$ cat src/rtl/knap_search.sv
// knap_search: sequential exhaustive knapsack solver.
//
// Enumerates every selection mask over N_ITEMS loadable items, in ascending mask order.
// For each mask it spends N_ITEMS cycles accumulating value/weight/volume (one item per
// cycle) and one cycle checking feasibility. It reports the highest-value feasible mask.
// On a tie in value, the lowest mask wins.
//
// Build option: define KNAP_VOLUME_EN to build the volume table, the volume accumulator
// and the volume term of the feasibility test. Without it, item_volume_i and max_volume_i
// are ignored, and the volume term always passes.
//
// Ports:
//   clk_i              clock, rising edge
//   rst_i              synchronous active-high reset; also clears the item table
//   item_we_i          item table write strobe (honoured only in idle/done)
//   item_addr_i        item index; writes at or beyond N_ITEMS are dropped
//   item_value_i       item value
//   item_weight_i      item weight
//   item_volume_i      item volume
//   min_value_i        minimum total value (latched on start)
//   max_weight_i       weight capacity (latched on start)
//   max_volume_i       volume capacity (latched on start)
//   start_i            start a search (ignored while busy)
//   busy_o             search in progress, through the done cycle inclusive
//   done_o             one-cycle completion pulse
//   found_o            at least one feasible mask exists
//   best_mask_o        winning selection, bit i = item i
//   best_value_o       value of best_mask_o
//   feasible_count_o   number of feasible masks
module knap_search #(
  parameter int unsigned N_ITEMS = 5,
  parameter int unsigned W       = 16,
  parameter int unsigned ACC_W   = W + $clog2(N_ITEMS + 1)
) (
  input  logic                                           clk_i,
  input  logic                                           rst_i,
  input  logic                                           item_we_i,
  input  logic [((N_ITEMS > 1) ? $clog2(N_ITEMS) : 1)-1:0] item_addr_i,
  input  logic [W-1:0]                                   item_value_i,
  input  logic [W-1:0]                                   item_weight_i,
  input  logic [W-1:0]                                   item_volume_i,
  input  logic [ACC_W-1:0]                               min_value_i,
  input  logic [ACC_W-1:0]                               max_weight_i,
  input  logic [ACC_W-1:0]                               max_volume_i,
  input  logic                                           start_i,
  output logic                                           busy_o,
  output logic                                           done_o,
  output logic                                           found_o,
  output logic [N_ITEMS-1:0]                             best_mask_o,
  output logic [ACC_W-1:0]                               best_value_o,
  output logic [N_ITEMS:0]                               feasible_count_o
);

  localparam int unsigned AddrW = (N_ITEMS > 1) ? $clog2(N_ITEMS) : 1;
  localparam int unsigned CntW  = N_ITEMS + 1;
  localparam logic [AddrW-1:0] LastIdx = AddrW'(N_ITEMS - 1);

  typedef enum logic [1:0] {StIdle, StAccum, StCheck, StDone} state_e;

  state_e state_q;

  // Item table
  logic [W-1:0] val_q [N_ITEMS];
  logic [W-1:0] wgt_q [N_ITEMS];

  // Search state
  logic [N_ITEMS-1:0] mask_q;
  logic [AddrW-1:0]   idx_q;
  logic [ACC_W-1:0]   acc_val_q, acc_val_d;
  logic [ACC_W-1:0]   acc_wgt_q, acc_wgt_d;
  logic [ACC_W-1:0]   min_val_q;
  logic [ACC_W-1:0]   max_wgt_q;

  // Registered outputs
  logic               busy_q;
  logic               done_q;
  logic               found_q;
  logic [N_ITEMS-1:0] best_mask_q;
  logic [ACC_W-1:0]   best_val_q;
  logic [CntW-1:0]    cnt_q;

  logic wr_ok;
  logic sel;
  logic vol_ok;
  logic feasible;
  logic better;

`ifdef KNAP_VOLUME_EN
  logic [W-1:0]     vol_q [N_ITEMS];
  logic [ACC_W-1:0] acc_vol_q, acc_vol_d;
  logic [ACC_W-1:0] max_vol_q;
`else
  logic unused_volume;
  assign unused_volume = ^{item_volume_i, max_volume_i};
`endif

  always_comb begin
    // The table is frozen for the whole search so every mask sees the same items.
    wr_ok = item_we_i && ((state_q == StIdle) || (state_q == StDone)) &&
            ({1'b0, item_addr_i} < (AddrW + 1)'(N_ITEMS));

    sel       = mask_q[idx_q];
    acc_val_d = acc_val_q + (sel ? ACC_W'(val_q[idx_q]) : '0);
    acc_wgt_d = acc_wgt_q + (sel ? ACC_W'(wgt_q[idx_q]) : '0);
`ifdef KNAP_VOLUME_EN
    acc_vol_d = acc_vol_q + (sel ? ACC_W'(vol_q[idx_q]) : '0);
    vol_ok    = (acc_vol_q <= max_vol_q);
`else
    vol_ok    = 1'b1;
`endif

    feasible = (acc_val_q >= min_val_q) && (acc_wgt_q <= max_wgt_q) && vol_ok;
    // Strict compare: masks are visited in ascending order, so ties keep the lowest mask.
    better   = !found_q || (acc_val_q > best_val_q);
  end

  always_ff @(posedge clk_i) begin
    if (rst_i) begin
      state_q     <= StIdle;
      mask_q      <= '0;
      idx_q       <= '0;
      acc_val_q   <= '0;
      acc_wgt_q   <= '0;
      min_val_q   <= '0;
      max_wgt_q   <= '0;
      busy_q      <= 1'b0;
      done_q      <= 1'b0;
      found_q     <= 1'b0;
      best_mask_q <= '0;
      best_val_q  <= '0;
      cnt_q       <= '0;
      for (int i = 0; i < int'(N_ITEMS); i++) begin
        val_q[i] <= '0;
        wgt_q[i] <= '0;
      end
`ifdef KNAP_VOLUME_EN
      acc_vol_q <= '0;
      max_vol_q <= '0;
      for (int i = 0; i < int'(N_ITEMS); i++) begin
        vol_q[i] <= '0;
      end
`endif
    end else begin
      if (wr_ok) begin
        val_q[item_addr_i] <= item_value_i;
        wgt_q[item_addr_i] <= item_weight_i;
`ifdef KNAP_VOLUME_EN
        vol_q[item_addr_i] <= item_volume_i;
`endif
      end

      unique case (state_q)
        StIdle: begin
          if (start_i) begin
            min_val_q   <= min_value_i;
            max_wgt_q   <= max_weight_i;
            mask_q      <= '0;
            idx_q       <= '0;
            acc_val_q   <= '0;
            acc_wgt_q   <= '0;
            found_q     <= 1'b0;
            best_mask_q <= '0;
            best_val_q  <= '0;
            cnt_q       <= '0;
            busy_q      <= 1'b1;
            state_q     <= StAccum;
`ifdef KNAP_VOLUME_EN
            max_vol_q   <= max_volume_i;
            acc_vol_q   <= '0;
`endif
          end
        end

        StAccum: begin
          acc_val_q <= acc_val_d;
          acc_wgt_q <= acc_wgt_d;
`ifdef KNAP_VOLUME_EN
          acc_vol_q <= acc_vol_d;
`endif
          if (idx_q == LastIdx) begin
            idx_q   <= '0;
            state_q <= StCheck;
          end else begin
            idx_q <= idx_q + AddrW'(1);
          end
        end

        StCheck: begin
          if (feasible) begin
            cnt_q <= cnt_q + CntW'(1);
            if (better) begin
              found_q     <= 1'b1;
              best_mask_q <= mask_q;
              best_val_q  <= acc_val_q;
            end
          end
          acc_val_q <= '0;
          acc_wgt_q <= '0;
`ifdef KNAP_VOLUME_EN
          acc_vol_q <= '0;
`endif
          idx_q <= '0;
          if (&mask_q) begin
            done_q  <= 1'b1;
            state_q <= StDone;
          end else begin
            mask_q  <= mask_q + N_ITEMS'(1);
            state_q <= StAccum;
          end
        end

        StDone: begin
          // A start seen here is dropped; it is honoured once back in idle.
          done_q  <= 1'b0;
          busy_q  <= 1'b0;
          state_q <= StIdle;
        end

        default: state_q <= StIdle;
      endcase
    end
  end

  assign busy_o           = busy_q;
  assign done_o           = done_q;
  assign found_o          = found_q;
  assign best_mask_o      = best_mask_q;
  assign best_value_o     = best_val_q;
  assign feasible_count_o = cnt_q;

endmodule

$ cat config.mk
export PLATFORM = sky130hd
export DESIGN_NAME = knap_search
export DESIGN_NICKNAME = d
export VERILOG_FILES = /design/src/rtl/knap_search.sv
export SDC_FILE = /design/constraint.sdc
export NUM_CORES = 1
export LEC_CHECK = 0
export CORE_MARGIN = 10
export CORE_UTILIZATION = 52
export CTS_CLUSTER_SIZE = 16
export DETAILED_ROUTE_END_ITERATION = 7
export PLACE_DENSITY_LB_ADDON = 0.15
export SLEW_MARGIN = 20
export SYNTH_ARGS = -nofsm -noshare
export SYNTH_HDL_FRONTEND = slang
export SYNTH_SLANG_ARGS = --single-unit
$ cat constraint.sdc
create_clock -name clk_i -period 10.9 [get_ports clk_i]
set_clock_uncertainty 0.05 [all_clocks]
set_input_delay 2.18 -clock clk_i [delete_from_list [all_inputs] [get_ports clk_i]]
set_output_delay 2.18 -clock clk_i [all_outputs]
set_load 0.01 [all_outputs]
==> results of run 1 <==
[logic make-up (layout without fill, tap and decap cells)]
| family | count (synthesis) | after routing |
|---|---|---|
| mux | 98 | 98 |
| buf+inv | 145 | 268 |
| flops | 378 | 378 |
| xor+xnor | 28 | 28 |
| simple gates | 483 | 483 |
| other cells | 1 | 97 |
| fa+ha+maj | 101 | 101 |
| compound gates | 250 | 250 |
[flip-flops by register name, indices dropped and copies added, names as in the netlist, 2 cells and up, named ones only]
signal            flops
state_q               2
mask_q                5
best_value_o         19
acc_wgt_q            19
feasible_count_o      6
val_q               128
min_val_q            19
wgt_q               128
idx_q                 3
best_mask_o           5
acc_val_q            19
max_wgt_q            19
[how the worst max path moves through the flow]
stage	slack (ps)	start	to
CTS	6110	flip-flop	acc_wgt_q[17]
floorplan	5160	rst_i	val_q[1][0]
finish	6250	flip-flop	acc_val_q[14]
global route	5780	flip-flop	acc_wgt_q[17]
global placement	6160	start_i	best_value_o[9]
detailed placement	6120	start_i	best_value_o[7]
[area by class of cell]
class / count / area share
diodes: 1 / 0.000118
multi-input cells: 1056 / 0.368
clock buffers: 51 / 0.0507
flip-flops and latches: 378 / 0.478
well taps: 455 / 0.0269
repair buffers: 127 / 0.0576
clock inverters: 16 / 0.00520
inverters: 74 / 0.0131
[worst max-delay path, cell delays in order, from the launching register on]
cell      delay (ps)
dfxtp_2          910
buf_4            550
mux4_2           400
mux2i_1          200
nor2_1            90
ha_1             220
fa_1             430
a211oi_1         370
nor4_1           100
nor3_1           400
o21ai_1          210
o21a_1           210
nor2_1           110
xnor2_1           70
a22o_1           190
[cell usage in the layout, fill, tap and decap left out, types with 22 or more instances in the layout]
master / count
and3_1: 39
nand2_1: 133
dfxtp_1: 119
mux2i_1: 32
nor2_1: 95
inv_1: 74
a22o_1: 31
clkdlybuf4s50_1: 108
conb_1: 96
a21o_1: 22
and2_1: 131
clkbuf_16: 41
a21oi_1: 98
mux4_2: 65
edfxtp_1: 256
ha_1: 99
[stage by stage]
step	area [um2]	cells	power (uW)	hold WS (ps)
after global routing	21200	2157	3780	422
after CTS	21200	2157	3640	409
after detailed placement	20000	2090	2390	400
after global placement	20000	2090	2380	395
after floorplan	18500	1579	2190	386
final	21200	2158	3600	408
[report_power, final]
| group | total [uW] | switching, uW | internal (uW) |
|---|---|---|---|
| Clock | 1240 | 547 | 697 |
| Combinational | 659 | 388 | 272 |
| Sequential | 1700 | 64.4 | 1630 |
| Total | 3600 | 1000 | 2600 |
[per-layer routing]
metal  wire length (um)  part of all wire  up-vias
met5                 28           0.00071        -
met4                600             0.015        4
met3               2140             0.054       59
met2              18400              0.47      219
met1              18300              0.46     5784
li1                   -                 -     5734
==> flow_metrics.tcl, run 1 <==
set metrics [dict create \
    outcome "finished clean" \
    die_w_um 207 \
    whs_path_depth 2 \
    yosys_most_used_dff "edfxtp_1" \
    synth.yosys.warnings 0 \
    critical_path.max_fanout 34 \
    syn_inst 1484 \
    detailedRoute.firstPassIterationCount 5 \
    die_h_um 207 \
    antenna_found_initial 3 \
    setup_repair_after_global_routing_missed_its_margin "no" \
    vias 11800 \
    numClockSinks 378 \
    synthXorXnorAreaFrac 0.0135 \
    maximum_achievable_frequency_mhz 215 \
    hold_path_startpoint "min_val_q[5]" \
    route.antenna.remaining_nets 0 \
    min_delay_worst_endpoint "min_val_q[5]" \
    synth_enable_flop_cells 256 \
    yosys-top-cells-count "edfxtp_1, nand2_1, and2_1" \
    start_util 0.527 \
    setup.worst_path.class "reg2reg" \
    area_delta_synth_final_pct 16.8 \
    dieArea_um2 42800 \
    maxSlewHeadroom 0.323 \
    drc_viols 0 \
    numPortBuffers 109 \
    yosysTopAreaCellShare 0.424 \
    ff2ff_setup_slack_ps 6250 \
    ios 145 \
    gr-max-usage-layer "met2" \
    final.fill_count 2845 \
    hold_path_class "reg2reg" \
    gr-usage-met2 0.308 \
    num_rows 68 \
    ff_latch_area_um2 10100 \
    post-synth-top-area-cell "edfxtp_1" \
    ir_worst_vdd_mv 0.110 \
    cellPowerDensity_nw_per_um2 170 \
    timing_max_transition_violations_final 0 \
    cts_tree "yes" \
    critical_path.endpoint_type "flip-flop" \
    final_util 0.615 \
    pre_cts_ws_ps 6120 \
    cts_repair_resize_count 0 \
    arrival_ps 5030 \
    grt_usage 0.185 \
    grt_first_pass_wirelength_um 63500 \
    cts_buffers 40 \
    number_of_hold_violations_in_the_final_report 0 \
    synth-simple-area-share 0.134 \
    final_critical_path_setup_slack_ps 6250 \
    finalCriticalPeriod_ps 4650 \
    cts_buffer_depth 3 \
    ys_types 67 \
    postCtsSetupRepairBufs 0 \
    synth_fa_ha_area_frac 0.0705 \
    finalSetupViolCount 0 \
    r2r.worst_path.cells 14 \
    final.period_utilization 0.427 \
    cts.clk_slew.worst_paths_ps 60 \
    insertion_delay_ps 540 \
    post_route_cells_drive_above_1_share 0.0940 \
    use_met1 0.249 \
    tightest_slew_ps 1020 \
    placeableCoreArea_um2 34500 \
    synth_compound_gate_area_share 0.0916 \
    cp.required_ps 11280 \
    gp_routability_congestion 0.835 \
    synthMostInstantiatedCell "edfxtp_1" \
    critPathLaunchType "flip-flop" \
    cts_root_buffer "clkbuf_16" \
    dominant_combinational_cell_family_by_area_after_synthesis "simple AND/OR/NAND/NOR gates" \
    critical_path.reg2reg.endpoint "acc_val_q[14]" \
    max_cap_viol_count 0 \
    grt_start_max_net_pins 49 \
    globalRouteMet3Util 0.0345 \
    cts.hold.buffers_added 0 \
    post_synth_instance_area_um2 18100 \
    number_of_nets_in_the_layout 1890 \
    synthTopCellsByArea "edfxtp_1, dfxtp_1, mux4_2" \
    grt_overflow_total 0 \
    finalWirelength_um 39500 \
    average_footprint_of_a_synthesized_cell_um2 12.2 \
    static-leakage-power_uw 0.00815 \
    postSynthRegisterBits 378 \
    synth_seq_area_share 0.558 \
    synthArstFlopShare 0 \
    setup-tns-final_ps 0 \
    htree_num_levels 2 \
    detailed_route_iter0_violations 718 \
    avgViaCountPerCell 5.47 \
    synth_mux_area_frac 0.0990 \
    dp_hpwl_um 25900 \
    multi_input_area_um2 7800 \
    number_of_global_route_vias_before_repair 12000 \
    average_detailed_routed_wire_length_per_instance_um 18.3 \
]
Power figures use the tool's default switching activity.
==> inputs of run 2 (changes only) <==
==> constraint.sdc (replaced) <==
create_clock -name clk_i -period 3.9 [get_ports clk_i]
set_clock_uncertainty 0.05 [all_clocks]
set_input_delay 0.78 -clock clk_i [delete_from_list [all_inputs] [get_ports clk_i]]
set_output_delay 0.78 -clock clk_i [all_outputs]
set_load 0.01 [all_outputs]
==> run 2 against run 1 <==
- cell area up 2.5%
- total power rose to 2.9 times the previous value
- worst hold slack lost 0.79 ps
- worst setup slack got worse by 6100 ps
- flip-flop and latch count unchanged
- clock power rose to 3.1 times the previous value
- sequential share of layout area fell by 1.2 points
- critical path type unchanged
==> flow_metrics.tcl, run 2 (synthesis gave the netlist of run 1 again) <==
set metrics [dict create \
    tightest_slew_ps 993 \
    antenna_found_initial 2 \
    final_critical_path_setup_slack_ps 181 \
    die_h_um 207 \
    start_util 0.527 \
    static-leakage-power_uw 0.00840 \
    cp.required_ps 4300 \
    cts_buffers 41 \
    finalPower_uw 10600 \
    layout.cells.most_common_list "edfxtp_1, nand2_1, and2_1" \
    routed_length_on_met3_um 2110 \
    ir_worst_vdd_mv 0.339 \
    grt_start_max_net_pins 84 \
    numClockSinks 378 \
    cts_root_buffer "clkbuf_16" \
    grt_first_pass_wirelength_um 64400 \
    wl_met2_um 19300 \
    maximum_achievable_frequency_mhz 269 \
    ff_latch_area_um2 10100 \
    post_route_cells_drive_above_1_share 0.116 \
    cts.clk_slew.worst_paths_ps 60 \
    outcome "finished clean" \
    power_share_of_the_sequential_group 0.444 \
    final.fill_count 2689 \
    multi_input_area_um2 7850 \
    grt_usage 0.189 \
    finalWirelength_um 40500 \
    detailedRoute.firstPassIterationCount 6 \
    netSwitchingPower_uw 2870 \
    power_frac_comb 0.192 \
    p_int_uw 7710 \
    detailed_route_iter0_violations 713 \
    max_cap_viol_count 0 \
    largestRegisters "val_q x128, wgt_q x128" \
    setup.worst_path.class "reg2reg" \
    numPortBuffers 109 \
    finalCriticalPeriod_ps 3720 \
    avgViaCountPerCell 5.45 \
    clock_power_share 0.364 \
    critical_path.max_fanout 12 \
    num_rows 68 \
    grt_overflow_total 0 \
    area_delta_synth_final_pct 19.7 \
    timing_max_transition_violations_final 0 \
    number_of_nets_in_the_layout 1920 \
    ios 145 \
    die_w_um 207 \
    dieArea_um2 42800 \
    arrival_ps 4120 \
    gp_routability_congestion 0.851 \
    placeableCoreArea_um2 34500 \
    number_of_global_route_vias_before_repair 12100 \
    cts_buffer_depth 3 \
    pre_cts_ws_ps 11.6 \
    hold_path_class "reg2reg" \
    p_sw_frac 0.271 \
    insertion_delay_ps 550 \
    maxSlewHeadroom 0.338 \
    drc_viols 0 \
    htree_num_levels 2 \
    average_detailed_routed_wire_length_per_instance_um 18.5 \
    dp_hpwl_um 27700 \
    vias 12000 \
    cts_tree "yes" \
    route.antenna.remaining_nets 0 \
    number_of_hold_violations_in_the_final_report 0 \
    final.period_utilization 0.954 \
    critical_path.endpoint_type "flip-flop" \
    m1WireLength_um 18400 \
    topRoutingLayerUsed "met5" \
    layout_commonest_cell "edfxtp_1" \
    critPathLaunchType "flip-flop" \
    cellPowerDensity_nw_per_um2 487 \
    finalSetupViolCount 0 \
]
==> run 2: power groups by stage <==
stage,clock network [uW],logic [uW],registers [uW]
floorplan,0,1390,4720
finish,3850,2040,4690
CTS,3920,2010,4690
detailed placement,0,2000,4770
global route,4090,2250,4720
global placement,0,1980,4760
==> run 2: area by class of cell <==
class                      count  share of cell area
timing repair buffer         156              0.0706
clock buffer                  56              0.0532
tap                          455              0.0262
antenna                        1            0.000115
inverter                      74              0.0128
sequential                   378               0.467
multi-input combinational   1056               0.361
clock inverter                19             0.00899
==> run 2: worst paths after layout <==
check | startpoint | end | slack [ps] | cells after the start
worst min-delay path | max_wgt_q[13] | max_wgt_q[13] | 410 | 2
worst max register to register | idx_q[0] | acc_wgt_q[16] | 180 | 14
worst max-delay path | idx_q[0] | acc_wgt_q[16] | 180 | 14
worst min register to register | max_wgt_q[13] | max_wgt_q[13] | 410 | 2
==> run 2: through the flow <==
stage | TNS (ps) | instances | util | hold WS [ps] | cell area, um2
floorplan | 0 | 1579 | - | 386 | 18500
global placement | 0 | 2117 | 0.588 | 394 | 20300
detailed placement | 0 | 2117 | 0.588 | 400 | 20300
CTS | 0 | 2192 | 0.627 | 409 | 21600
global route | -1.69 | 2194 | 0.630 | 429 | 21700
finish | 0 | 2195 | 0.630 | 407 | 21700
==> run 2: metal layers <==
metal | global-route usage | vias up
li1 | - | 5805
met1 | 0.251 | 5853
met2 | 0.314 | 231
met3 | 0.0345 | 60
met4 | 0.0499 | 4
met5 | 0 | -
==> run 2: timing repair <==
| action | in CTS | in global routing |
|---|---|---|
| buffers inserted | 0 | 1 |
| gates cloned | 0 | 1 |
| pin swaps | 0 | 1 |
| setup endpoints to repair | 1 | 10 |
| resized for setup | 1 | 13 |
| hold buffers | 0 | 0 |
==> run 2: critical path: stages (launching register included) <==
cell	delay [ps]
dfxtp_2	370
mux4_2	490
nor2b_1	160
a41oi_2	260
buf_6	190
nor2_1	60
ha_1	340
buf_4	150
nand2_1	80
o21ai_1	200
nand3_1	140
a31o_2	250
o311a_1	390
or3_1	320
a21oi_1	160
==> variant 1 (settings of run 1) <==
Add a define of `KNAP_VOLUME_EN`.
--- a/src/rtl/knap_search.sv
+++ b/src/rtl/knap_search.sv
@@ -29,2 +29,4 @@
 //   feasible_count_o   number of feasible masks
+`define KNAP_VOLUME_EN
+
 module knap_search #(
Behaviour: no difference found for any inputs over 4 cycles, from zero or initial values and one cycle with rst_i high; that may be too few to reach the edited logic, so the function may still have changed.
==> variant 1 against run 1 <==
- sequential cell count rose by 166
- power up 49%
- setup slack lost 410 ps
- synthesized area rose by 44%
- first-iteration DRC count is 91% higher
- routed wire length is 53% higher
- combinational power rose by 61%
- highest routed layer unchanged
- design area up 44%
==> variant 1: results (changes against run 1) <==
yosys:
  ys_warn_count: 0  # unchanged
  synth_cell_types: 68  # +1.5%
  ys_top_cells_by_area: "edfxtp_1, dfxtp_1, mux4_2, ha_1, and2_1"
  seq_area_frac_synth: 0.565  # +0.00653
  netlist_top_cells_count: "edfxtp_1, and2_1, nand2_1"
  synth_top_area_frac: 0.442  # +0.0184
  synth_edf_count: 384  # +50%
  synthArstFlopShare: 0  # unchanged
setup_path:
  worstPathArrival_ps: 5530  # +500 ps
  cp_max_fo: 39  # +15%
finish:
  nFillCells: 4044  # +42%
  largestRegisters: "val_q (128), vol_q (128), wgt_q (128)"
  nets: 2619  # +39%
  drive_above_1_share: 0.0932  # -0.000801
  antenna_cells: 0  # -1
routing:
  routed_wl_um: 60500  # +53%
  drt-vias-per-instance: 5.59  # +2.2%
  drtIter0Drc: 1372  # +91%
clocking:
  cts_made_buffers: 58  # +45%
  cts_buffer_depth: 3  # unchanged
  cts_hold_buf: 0  # unchanged
  root_buffer: "clkbuf_16"
  post_cts_buffers: 0  # unchanged
  cts_max_level: 2  # unchanged
  worstSkewPairLatency_ps: 630  # +90 ps
power:
  irDropWorstVdd_uv: 133  # +21%
  leakage_nw: 11.6  # +43%
grt:
  antenna_found_initial: 3  # unchanged
  grt_pass1_wl_um: 96300  # +52%
  track_usage: 0.202  # +0.0169
  grt_max_degree: 101  # +110%
  grt_pass1_vias: 17383  # +45%
placed_design:
  hpwl_um: 39600  # +53%
  port_buffers: 144  # +32%
  place_ws_ps: 5240  # -883 ps
  place_congestion: 0.827  # -0.95%
outcome:
  status: "completed"
timing:
  setup_viol: 0  # unchanged
  slew_headroom: 0.268  # -0.0555
min_path:
  hp-class: "reg -> reg"
## variant 1: changes by cell type after synthesis, moves of 35 or more
cell / change
dfxtp_1: +38
a21oi_1: +58
ha_1: +35
and2_1: +67
edfxtp_1: +128
o21ai_0: +39
## variant 1: logic make-up after synthesis
| kind of cell | after synthesis | share of synthesized area |
|---|---|---|
| DFF | 544 | 0.565 |
| xor gates and xnor gates | 40 | 0.0134 |
| and+or+nand+nor | 680 | 0.136 |
| muxes | 146 | 0.103 |
| other | 1 | 0.000144 |
| AOI/OAI and AO/OA | 358 | 0.0856 |
| buffers and inverters | 211 | 0.0311 |
| adders and majority gates | 137 | 0.0666 |
## variant 1: per-stage QoR
step                hold slack [ps]  instances  area [sq um]
finish                          403       3086         30500
CTS                             407       3085         30500
floorplan                       386       2260         26600
global route                    419       3086         30500
global placement                395       2981         28700
detailed placement              397       2981         28700
## variant 1: power by group
group / internal (mW) / switching, mW
logic: 0.409 / 0.647
registers: 2.37 / 0.0830
clock network: 1.06 / 0.803
total: 3.84 / 1.53
## variant 1: final timing paths
path / startpoint / endpoint / slack (ps) / depth (start not counted)
worst max-delay path: flip-flop / acc_val_q[15] / 5830 / 13
worst min-delay path: max_vol_q[15] / max_vol_q[15] / 400 / 2
worst max register to register: flip-flop / acc_val_q[15] / 5830 / 13
worst min register to register: max_vol_q[15] / max_vol_q[15] / 400 / 2
## variant 1: per-layer routing
layer / track usage / up-vias / wire (um)
met1: 0.277 / 8501 / 27100
met2: 0.324 / 461 / 28300
met4: 0.0484 / 6 / 1170
li1: - / 8184 / -
met3: 0.0445 / 89 / 3800
met5: 0 / - / 54
## variant 1: layout make-up
type,instances,area share
clock inverter,25,0.00698
clock buffer,79,0.0519
tap,672,0.0276
inverter,95,0.0117
timing repair buffer,166,0.0528
multi-input combinational,1505,0.365
sequential,544,0.484
## variant 1: worst max-delay path: stages (launching register included)
cell,delay (ps)
dfxtp_4,710
buf_4,740
mux4_2,600
mux2i_1,360
nor2_1,130
ha_1,320
a211oi_1,250
nor2_1,110
o31ai_1,400
a211oi_1,200
o41ai_1,500
o21ai_0,190
xor2_1,170
a22o_1,180
==> variant 2 (flow settings as in run 1) <==
Made on the original files. Re-encode `state_e` (4 states) as one-hot, 4 bits wide.
--- a/src/rtl/knap_search.sv
+++ b/src/rtl/knap_search.sv
@@ -57,3 +57,3 @@
 
-  typedef enum logic [1:0] {StIdle, StAccum, StCheck, StDone} state_e;
+  typedef enum logic [3:0] {StIdle = 4'b0001, StAccum = 4'b0010, StCheck = 4'b0100, StDone = 4'b1000} state_e;
 
Behaviour: same outputs for any inputs over 4 cycles, from zero or initial values and one cycle with rst_i high; so few cycles prove little.
==> variant 2 against run 1 <==
- non-clock buffer count stayed put
- utilization is 0.41 points higher
- setup slack worse by 50 ps
- design area is 1.2% higher
- synthesized area is 0.81% higher
- sequential cell count is 2 higher
- routed wire length is 0.89% higher
- cell count is 1.3% higher
- critical path type unchanged
- critical endpoint is now acc_val_q[15]
- highest routed layer unchanged
Power is not compared: it rests on default switching activity, and its combinational part moved more than twofold at a synthesized area within 25%.
==> variant 2: results (changes against run 1) <==
grt:
  antenna_found_initial: 6  # +3
  grt_max_degree: 77  # +57%
  grt_pass1_wl_um: 64300  # +1.2%
  track_usage: 0.183  # -0.00239
  grt_pass1_vias: 11983  # +0.16%
yosys:
  synthCells: 1509  # +1.7%
  ys_top_cells_by_area: "edfxtp_1, dfxtp_1, mux4_2, ha_1, and2_1"
  synth_edf_count: 256  # unchanged
  seq_area_frac_synth: 0.556  # -0.00232
  ys_warn_count: 0  # unchanged
  yosys_most_used_dff: "edfxtp_1"
  synth_cell_types: 68  # +1.5%
  synthArstFlopShare: 0  # unchanged
  netlist_top_cells_count: "edfxtp_1, nand2_1, and2_1"
clocking:
  postCtsResizedCells: 0  # unchanged
  cts.clk_slew.worst_paths_ps: 60  # about the same
  root_buffer: "clkbuf_16"
  worstSkewPairLatency_ps: 550
  cts_buffer_depth: 3  # unchanged
  post_cts_buffers: 0  # unchanged
  cts_max_level: 2  # unchanged
  cts_made_buffers: 41  # +2.5%
setup_path:
  reg2reg_to: "acc_val_q[15]"
  reg2regPathDepth: 12  # -2
  worstPathArrival_ps: 5100  # +70 ps
  r2r_setup_slack_ps: 6200  # -50 ps
  cp_max_fo: 35  # +2.9%
finish:
  largestRegisters: "val_q (128), wgt_q (128)"
  drive_above_1_share: 0.0977  # +0.00368
  nets: 1910  # +1.1%
  nFillCells: 2777  # -2.4%
placed_design:
  port_buffers: 109  # unchanged
  hpwl_um: 26100  # +0.61%
  place_congestion: 0.834  # -0.11%
  dp.cells: 2114  # +1.1%
min_path:
  hp-class: "reg -> reg"
  worstHoldEndpoint: "max_wgt_q[11]"
  hold_depth: 2  # unchanged
  hp-start: "max_wgt_q[11]"
routing:
  drtIter0Drc: 765  # +6.5%
  vias: 11776  # -0.20%
  drt-vias-per-instance: 5.38  # -1.5%
  routed_wl_um: 39800  # +0.89%
  first_pass_iters: 5  # unchanged
power:
  irDropWorstVdd_uv: 121
  leakage_nw: 7.97
  p_int_mw: 2.45
timing:
  worst_slew_pin_slew_ps: 1040  # +22.7 ps
outcome:
  status: "completed"
variant 2: changes by cell type after synthesis, sizes merged, moves of 6 or more:
cell   before  now
and2      132  160
and3       39    7
nand2     133  165
mux2i      32   58
a21o       22   13
a21oi     100   90
nor4b       0    7
nand4      13    7
nor2       96   84
a22o       31   11
variant 2: worst max-delay path by stage:
| stage | end | from | slack (ps) |
|---|---|---|---|
| finish | acc_val_q[15] | flip-flop | 6200 |
| global placement | wgt_q[1][4] | item_we_i | 6070 |
| floorplan | val_q[1][0] | rst_i | 5460 |
| detailed placement | val_q[1][2] | item_we_i | 6050 |
| CTS | acc_val_q[15] | flip-flop | 6100 |
| global route | acc_val_q[15] | flip-flop | 5690 |
variant 2: logic make-up (layout without fill, tap and decap cells):
| family | count (synthesis) | count (layout) | synth area share |
|---|---|---|---|
| and+or+nand+nor | 514 | 514 | 0.143 |
| DFF | 380 | 380 | 0.556 |
| AOI/OAI and AO/OA | 218 | 218 | 0.0753 |
| buffers and inverters | 144 | 270 | 0.0314 |
| muxes | 126 | 126 | 0.114 |
| adders and majority gates | 96 | 96 | 0.0665 |
| xor gates and xnor gates | 30 | 30 | 0.0144 |
| other | 1 | 98 | 0.000205 |
variant 2: area by class of cell:
type,instances,area (sq um),area share
inverters,72,270,0.0126
repair buffers,127,1220,0.0570
clock inverters,15,109,0.00508
diodes,2,5.00,0.000233
well taps,455,569,0.0266
flip-flops and latches,380,10200,0.475
multi-input cells,1080,7960,0.371
clock buffers,56,1120,0.0524
variant 2: metal layers:
layer | share of wire | vias to the layer above | track usage
met1 | 0.46 | 5695 | 0.242
li1 | - | 5795 | -
met3 | 0.052 | 67 | 0.0397
met4 | 0.020 | 8 | 0.0519
met5 | 0.0014 | - | 0
met2 | 0.46 | 211 | 0.296
variant 2: power groups by stage:
stage	combinational [mW]	clock [mW]	sequential [mW]
after floorplan	0.145	0	1.65
after global placement	0.219	0	1.66
after detailed placement	0.223	0	1.67
after CTS	0.224	1.33	1.64
after global routing	0.245	1.38	1.64
final	0.222	1.30	1.64
variant 2: per-stage QoR:
step / total power [mW] / setup WS (ps) / util / hold WS (ps) / cell area (sq um)
after floorplan: 1.80 / 5460 / - / 386 / 18600
after global routing: 3.27 / 5690 / 0.619 / 425 / 21400
after CTS: 3.19 / 6100 / 0.619 / 405 / 21400
final: 3.15 / 6200 / 0.619 / 403 / 21400
after global placement: 1.88 / 6070 / 0.583 / 394 / 20200
after detailed placement: 1.89 / 6050 / 0.583 / 397 / 20200
variant 2: worst max-delay path, stage by stage (launching register included):
cell,delay [ps]
dfxtp_4,750
buf_4,690
mux4_2,620
mux2i_1,190
nor2_1,60
ha_1,370
a2111oi_2,440
o21ai_1,200
a41oi_1,390
a31oi_1,180
a31oi_1,330
xnor2_1,100
a22o_1,190
